**src/rtl/sum_accumulator.sv**
```systemverilog
// sum_accumulator: collects unsigned adder sums into windows and presents
// each window total with its sample count and an overflow flag.
// Build option: define SUM_ACCUMULATOR_SATURATE_EN to clamp the total at
// all-ones on overflow; left undefined, the total wraps modulo 2^ACC_WIDTH.
module sum_accumulator #(
  parameter int unsigned WIDTH     = 64,
  parameter int unsigned ACC_WIDTH = 72,
  parameter int unsigned WIN_LEN   = 16
) (
  input  logic                 clk,
  input  logic                 rst_n,
  input  logic                 in_valid,
  output logic                 in_ready,
  input  logic [WIDTH-1:0]     in_data,
  input  logic                 in_last,
  output logic                 out_valid,
  input  logic                 out_ready,
  output logic [ACC_WIDTH-1:0] out_sum,
  output logic [7:0]           out_count,
  output logic                 out_ovf
);

  typedef enum logic [1:0] {
    IDLE  = 2'd0,
    ACCUM = 2'd1,
    HOLD  = 2'd2
  } state_t;

  localparam logic [7:0] WIN_LEN_C = 8'(WIN_LEN);

  state_t                 state_q, state_d;
  logic [ACC_WIDTH-1:0]   acc_q, acc_d;
  logic [7:0]             count_q, count_d;
  logic                   ovf_q, ovf_d;
  logic                   rdy_q;

  logic                   accept;
  logic [ACC_WIDTH:0]     sum_ext;
  logic                   carry;
  logic [7:0]             count_inc;

  // rdy_q holds in_ready low during reset and releases it on the first edge after.
  assign in_ready  = rdy_q && (state_q != HOLD);
  assign accept    = in_valid && in_ready;
  assign sum_ext   = {1'b0, acc_q} + {{(ACC_WIDTH+1-WIDTH){1'b0}}, in_data};
  assign carry     = sum_ext[ACC_WIDTH];
  assign count_inc = count_q + 8'd1;

  assign out_valid = (state_q == HOLD);
  assign out_sum   = out_valid ? acc_q   : '0;
  assign out_count = out_valid ? count_q : '0;
  assign out_ovf   = out_valid ? ovf_q   : 1'b0;

  // State, accumulator, count and overflow registers.
  always_ff @(posedge clk or negedge rst_n) begin
    if (!rst_n) begin
      state_q <= IDLE;
      acc_q   <= '0;
      count_q <= '0;
      ovf_q   <= 1'b0;
      rdy_q   <= 1'b0;
    end else begin
      state_q <= state_d;
      acc_q   <= acc_d;
      count_q <= count_d;
      ovf_q   <= ovf_d;
      rdy_q   <= 1'b1;
    end
  end

  // Next-state and datapath update for the window FSM.
  always_comb begin
    state_d = state_q;
    acc_d   = acc_q;
    count_d = count_q;
    ovf_d   = ovf_q;
    unique case (state_q)
      IDLE: begin
        if (accept) begin
          acc_d   = {{(ACC_WIDTH-WIDTH){1'b0}}, in_data};
          count_d = 8'd1;
          ovf_d   = 1'b0;
          state_d = (in_last || (WIN_LEN == 1)) ? HOLD : ACCUM;
        end
      end
      ACCUM: begin
        if (accept) begin
          count_d = count_inc;
          if (carry) ovf_d = 1'b1;
`ifdef SUM_ACCUMULATOR_SATURATE_EN
          // Once clamped, the total stays at all-ones for the rest of the window.
          acc_d = (ovf_q || carry) ? '1 : sum_ext[ACC_WIDTH-1:0];
`else
          acc_d = sum_ext[ACC_WIDTH-1:0];
`endif
          // A last flag on the WIN_LEN-th sample is a single close condition.
          if (in_last || (count_inc == WIN_LEN_C)) state_d = HOLD;
        end
      end
      HOLD: begin
        if (out_ready) begin
          state_d = IDLE;
          acc_d   = '0;
          count_d = '0;
          ovf_d   = 1'b0;
        end
      end
      default: state_d = IDLE;
    endcase
  end

endmodule
```
**config.mk**
```make
export PLATFORM = sky130hd
export DESIGN_NAME = sum_accumulator
export DESIGN_NICKNAME = d
export VERILOG_FILES = /design/src/rtl/sum_accumulator.sv
export SDC_FILE = /design/constraint.sdc
export NUM_CORES = 1
export LEC_CHECK = 0
export BUFFER_PORTS_ARGS = -buffer_cell sky130_fd_sc_hd__buf_4
export CORE_UTILIZATION = 47
export DETAILED_ROUTE_END_ITERATION = 6
export MAX_ROUTING_LAYER = met4
export PLACE_DENSITY = 0.73
export SYNTH_ARGS = -nofsm -noshare
export SYNTH_HDL_FRONTEND = slang
export SYNTH_SLANG_ARGS = --single-unit
export TNS_END_PERCENT = 10
```
**constraint.sdc**
```tcl
create_clock -name clk -period 7.1 [get_ports clk]
set_clock_uncertainty 0.1 [all_clocks]
set_input_delay 0.355 -clock clk [delete_from_list [all_inputs] [get_ports clk]]
set_output_delay 0.355 -clock clk [all_outputs]
set_load 0.03 [all_outputs]
```
==> summary.txt <==
Run status
  • Status: complete, no violations

Power and ir drop
  • Comb pwr share: 69.7%
  • Sw Pwr: 2.244 mW
  • Internal: 2.025 mW
  • IR drop worst, VDD: 325.7 uV
  • Sw Ratio: 52.57%
  • Total power draw: 4.269 mW
  • Power density of the placed cells: 433.0 nW/um^2
  • Clock Power Share: 12.2%
  • Leak: 4.454 nW
  • Reg power frac: 18.1%

Logic synthesis
  • Average cell area after synthesis: 7.552 um^2
  • Sequential fraction of the synthesis area: 25.16%
  • Mapped Area: 8353 um^2
  • Synthesized net count: 1,244
  • Share of the synthesized area in the top cell type: 25.16%
  • Top FF cell, synth: dfrtp_1
  • Cell count after synthesis: 1,106
  • Post-synth cell types: 68
  • YS warnings: 0
  • Post-synthesis async set-or-reset flop share: 100.0%
  • Synth Register Bits: 84
  • Number of synthesized flops with an enable pin: 0
  • Area leader, netlist: dfrtp_1
  • Top post-synthesis cells by area: dfrtp_1 25%, ha_1 10%, o21ai_0 7.7%

Hold path
  • Hold path depth: 3
  • Hold WC Path Type: input pin to flip-flop

Setup path
  • Critical path data required time: 7200 ps
  • Critical Path End Type: flip-flop
  • Worst Setup Start Kind: flip-flop
  • CP Max Fanout: 98
  • Critical path class: flip-flop to flip-flop
  • R2R depth: 10
  • Arrival @ worst endpoint: 4020 ps

Routing
  • DR WL/cell: 17.49 um
  • ANT nets after route: 0
  • Vias per cell: 6.019
  • Final WL: 25,100 um
  • DRC viols: 0
  • Initial DRC count: 651
  • Drt first pass iters: 5
  • Routed via count: 8,637

Timing
  • RSZ-0062 raised after global routing: false
  • Worst Slack Setup Final: 3181 ps
  • Min cycle time layout: 3919 ps
  • Final Setup Violations: 0
  • Fmax: 255.2 MHz
  • Slew at the pin with the worst max-slew slack: 1185 ps
  • Final hold viol count: 0
  • Tcrit/Tclk final: 55.19%
  • Sum Neg Setup Slack: 0 ps
  • Final max-slew violation count: 0
  • Hold slack: 192.5 ps
  • Slew margin rel.: 21.01%

Final layout
  • Commonest non-fill, non-tap cell in the layout: buf_4
  • Layout cell share with drive strength beyond 1: 15.70%
  • Layout Area Growth over Synthesis: 18.02%
  • Ant diodes: 0
  • FF+latch area: 2102 um^2
  • # fillers: 1,662
  • Post-layout util: 57.00%
  • Fin nets: 1,344
  • Most frequent cells in the layout: 156 x buf_4, 129 x o21ai_0, 121 x nand2_1, 114 x a21oi_1, 88 x and2_1
  • Area occupied by multi-input gates: 5863 um^2

Clocking
  • Post-CTS sizing: 0
  • CTS tree: yes
  • Clk slew on worst S/H paths: 70 ps
  • # Post-CTS Setup Buffers: 0
  • H-tree levels: 3
  • Worst-Skew Late Latency: 360 ps
  • Clock Sinks: 84
  • Clk buf depth: 2
  • CTS buffer count: 9
  • Hold buffers post-CTS: 1
  • CTS root buffer: clkbuf_16

Global routing
  • Vias in the first global route: 7,838
  • Largest net degree at the start of global routing: 99
  • GR Overflow Total: 0
  • GRT Resource Usage Total: 28.45%
  • Antenna violations before repair: 0
  • First-pass GRT wire length: 40,030 um

Floorplan
  • Area of the core: 17,300 um^2
  • Width of the die: 135.3 um
  • # rows: 48
  • IO Pins: 152
  • DIE HEIGHT: 135.3 um
  • Overall die area: 18,310 um^2
  • Initial Util: 48.29%

Place
  • DP Worst Slack: 3160 ps
  • IO buf count: 151
  • Post-DP HPWL: 18,530 um
  • RePlAce Congestion: 0.9480

Job
  • Max-Cap Viols: 0
## synthesized netlist by cell type, types with 8 or more instances
library cell / count
nor3b_1: 14
nor3_1: 13
o21bai_1: 16
buf_2: 8
o21a_1: 9
a211oi_1: 9
clkbuf_1: 55
o21ai_0: 129
nor4_1: 8
inv_1: 33
nand4_1: 32
o211ai_1: 8
xor2_1: 19
nor2_1: 57
nand3_1: 17
and2_1: 88
xnor2_1: 35
dfrtp_1: 84
ha_1: 68
nor2b_1: 10
a21o_1: 21
or3_1: 9
a22oi_1: 41
nand2_1: 121
a31oi_1: 16
a21oi_1: 114
## routing by layer
layer / global-route usage, % / routed length, um / up-vias
met5: - / 0 / -
met4: 9.613 / 553 / 0
met3: 2.245 / 1231 / 36
met2: 44.81 / 11450 / 294
met1: 38.47 / 11870 / 4081
li1: - / - / 4226
## critical path: stages, from the launching register on
cell	delay, ps
dfrtp_1	380
inv_1	90
ha_2	980
nor2b_1	240
nor3_1	60
a21oi_1	210
or2_4	770
buf_4	550
nor3b_1	110
a21oi_1	140
o21ai_0	90
## power groups by stage
stage / registers, mW / clock network, mW / logic (mW)
2_1_floorplan: 0.732 / 0 / 2.22
3_3_place_gp: 0.779 / 0 / 2.90
3_5_place_dp: 0.782 / 0 / 2.92
4_1_cts: 0.773 / 0.521 / 2.94
5_1_grt: 0.794 / 0.539 / 3.28
6_report: 0.774 / 0.519 / 2.98
## flip-flops by register name (all words and copies together), names as in the netlist
register and flops:
acc_q 72, count_q 8, ovf_q 1, rdy_q 1
state_q 2
## area by class of cell
type / instances / share of cell area, %
Inverter: 33 / 1.257
Clock buffer: 10 / 2.323
Clock inverter: 5 / 0.7869
Tap cell: 225 / 2.856
Multi-Input combinational cell: 921 / 59.47
Timing Repair Buffer: 157 / 11.98
Sequential cell: 84 / 21.32
## stage by stage
step                      cell area (um^2)  instances
final                                 9858       1435
after global routing                  9858       1435
after CTS                             9858       1435
after detailed placement              9542       1419
after global placement                9542       1419
after floorplan                       8353       1106
## cell families after synthesis
kind of cell               after synthesis  synth area share (%)
and+or+nand+nor                        393                 24.55
AOI/OAI and AO/OA                      402                 29.19
xor gates and xnor gates                54                 5.662
muxes                                    2                0.2546
other                                    1               0.04489
DFF                                     84                 25.16
buffers and inverters                  101                 4.703
adders and majority gates               69                 10.43
## worst paths after layout
check                            startpoint  slack [ps]   endpoint
worst min register to register     acc_q[9]         410   acc_q[9]
worst max-delay path             state_q[0]        3180  acc_q[38]
worst max register to register   state_q[0]        3180  acc_q[38]
max in group asynchronous             rst_n        5450   acc_q[3]
worst min-delay path            in_data[24]         190  acc_q[24]
min in group asynchronous             rst_n         330  acc_q[32]
Power figures use the tool's default switching activity.
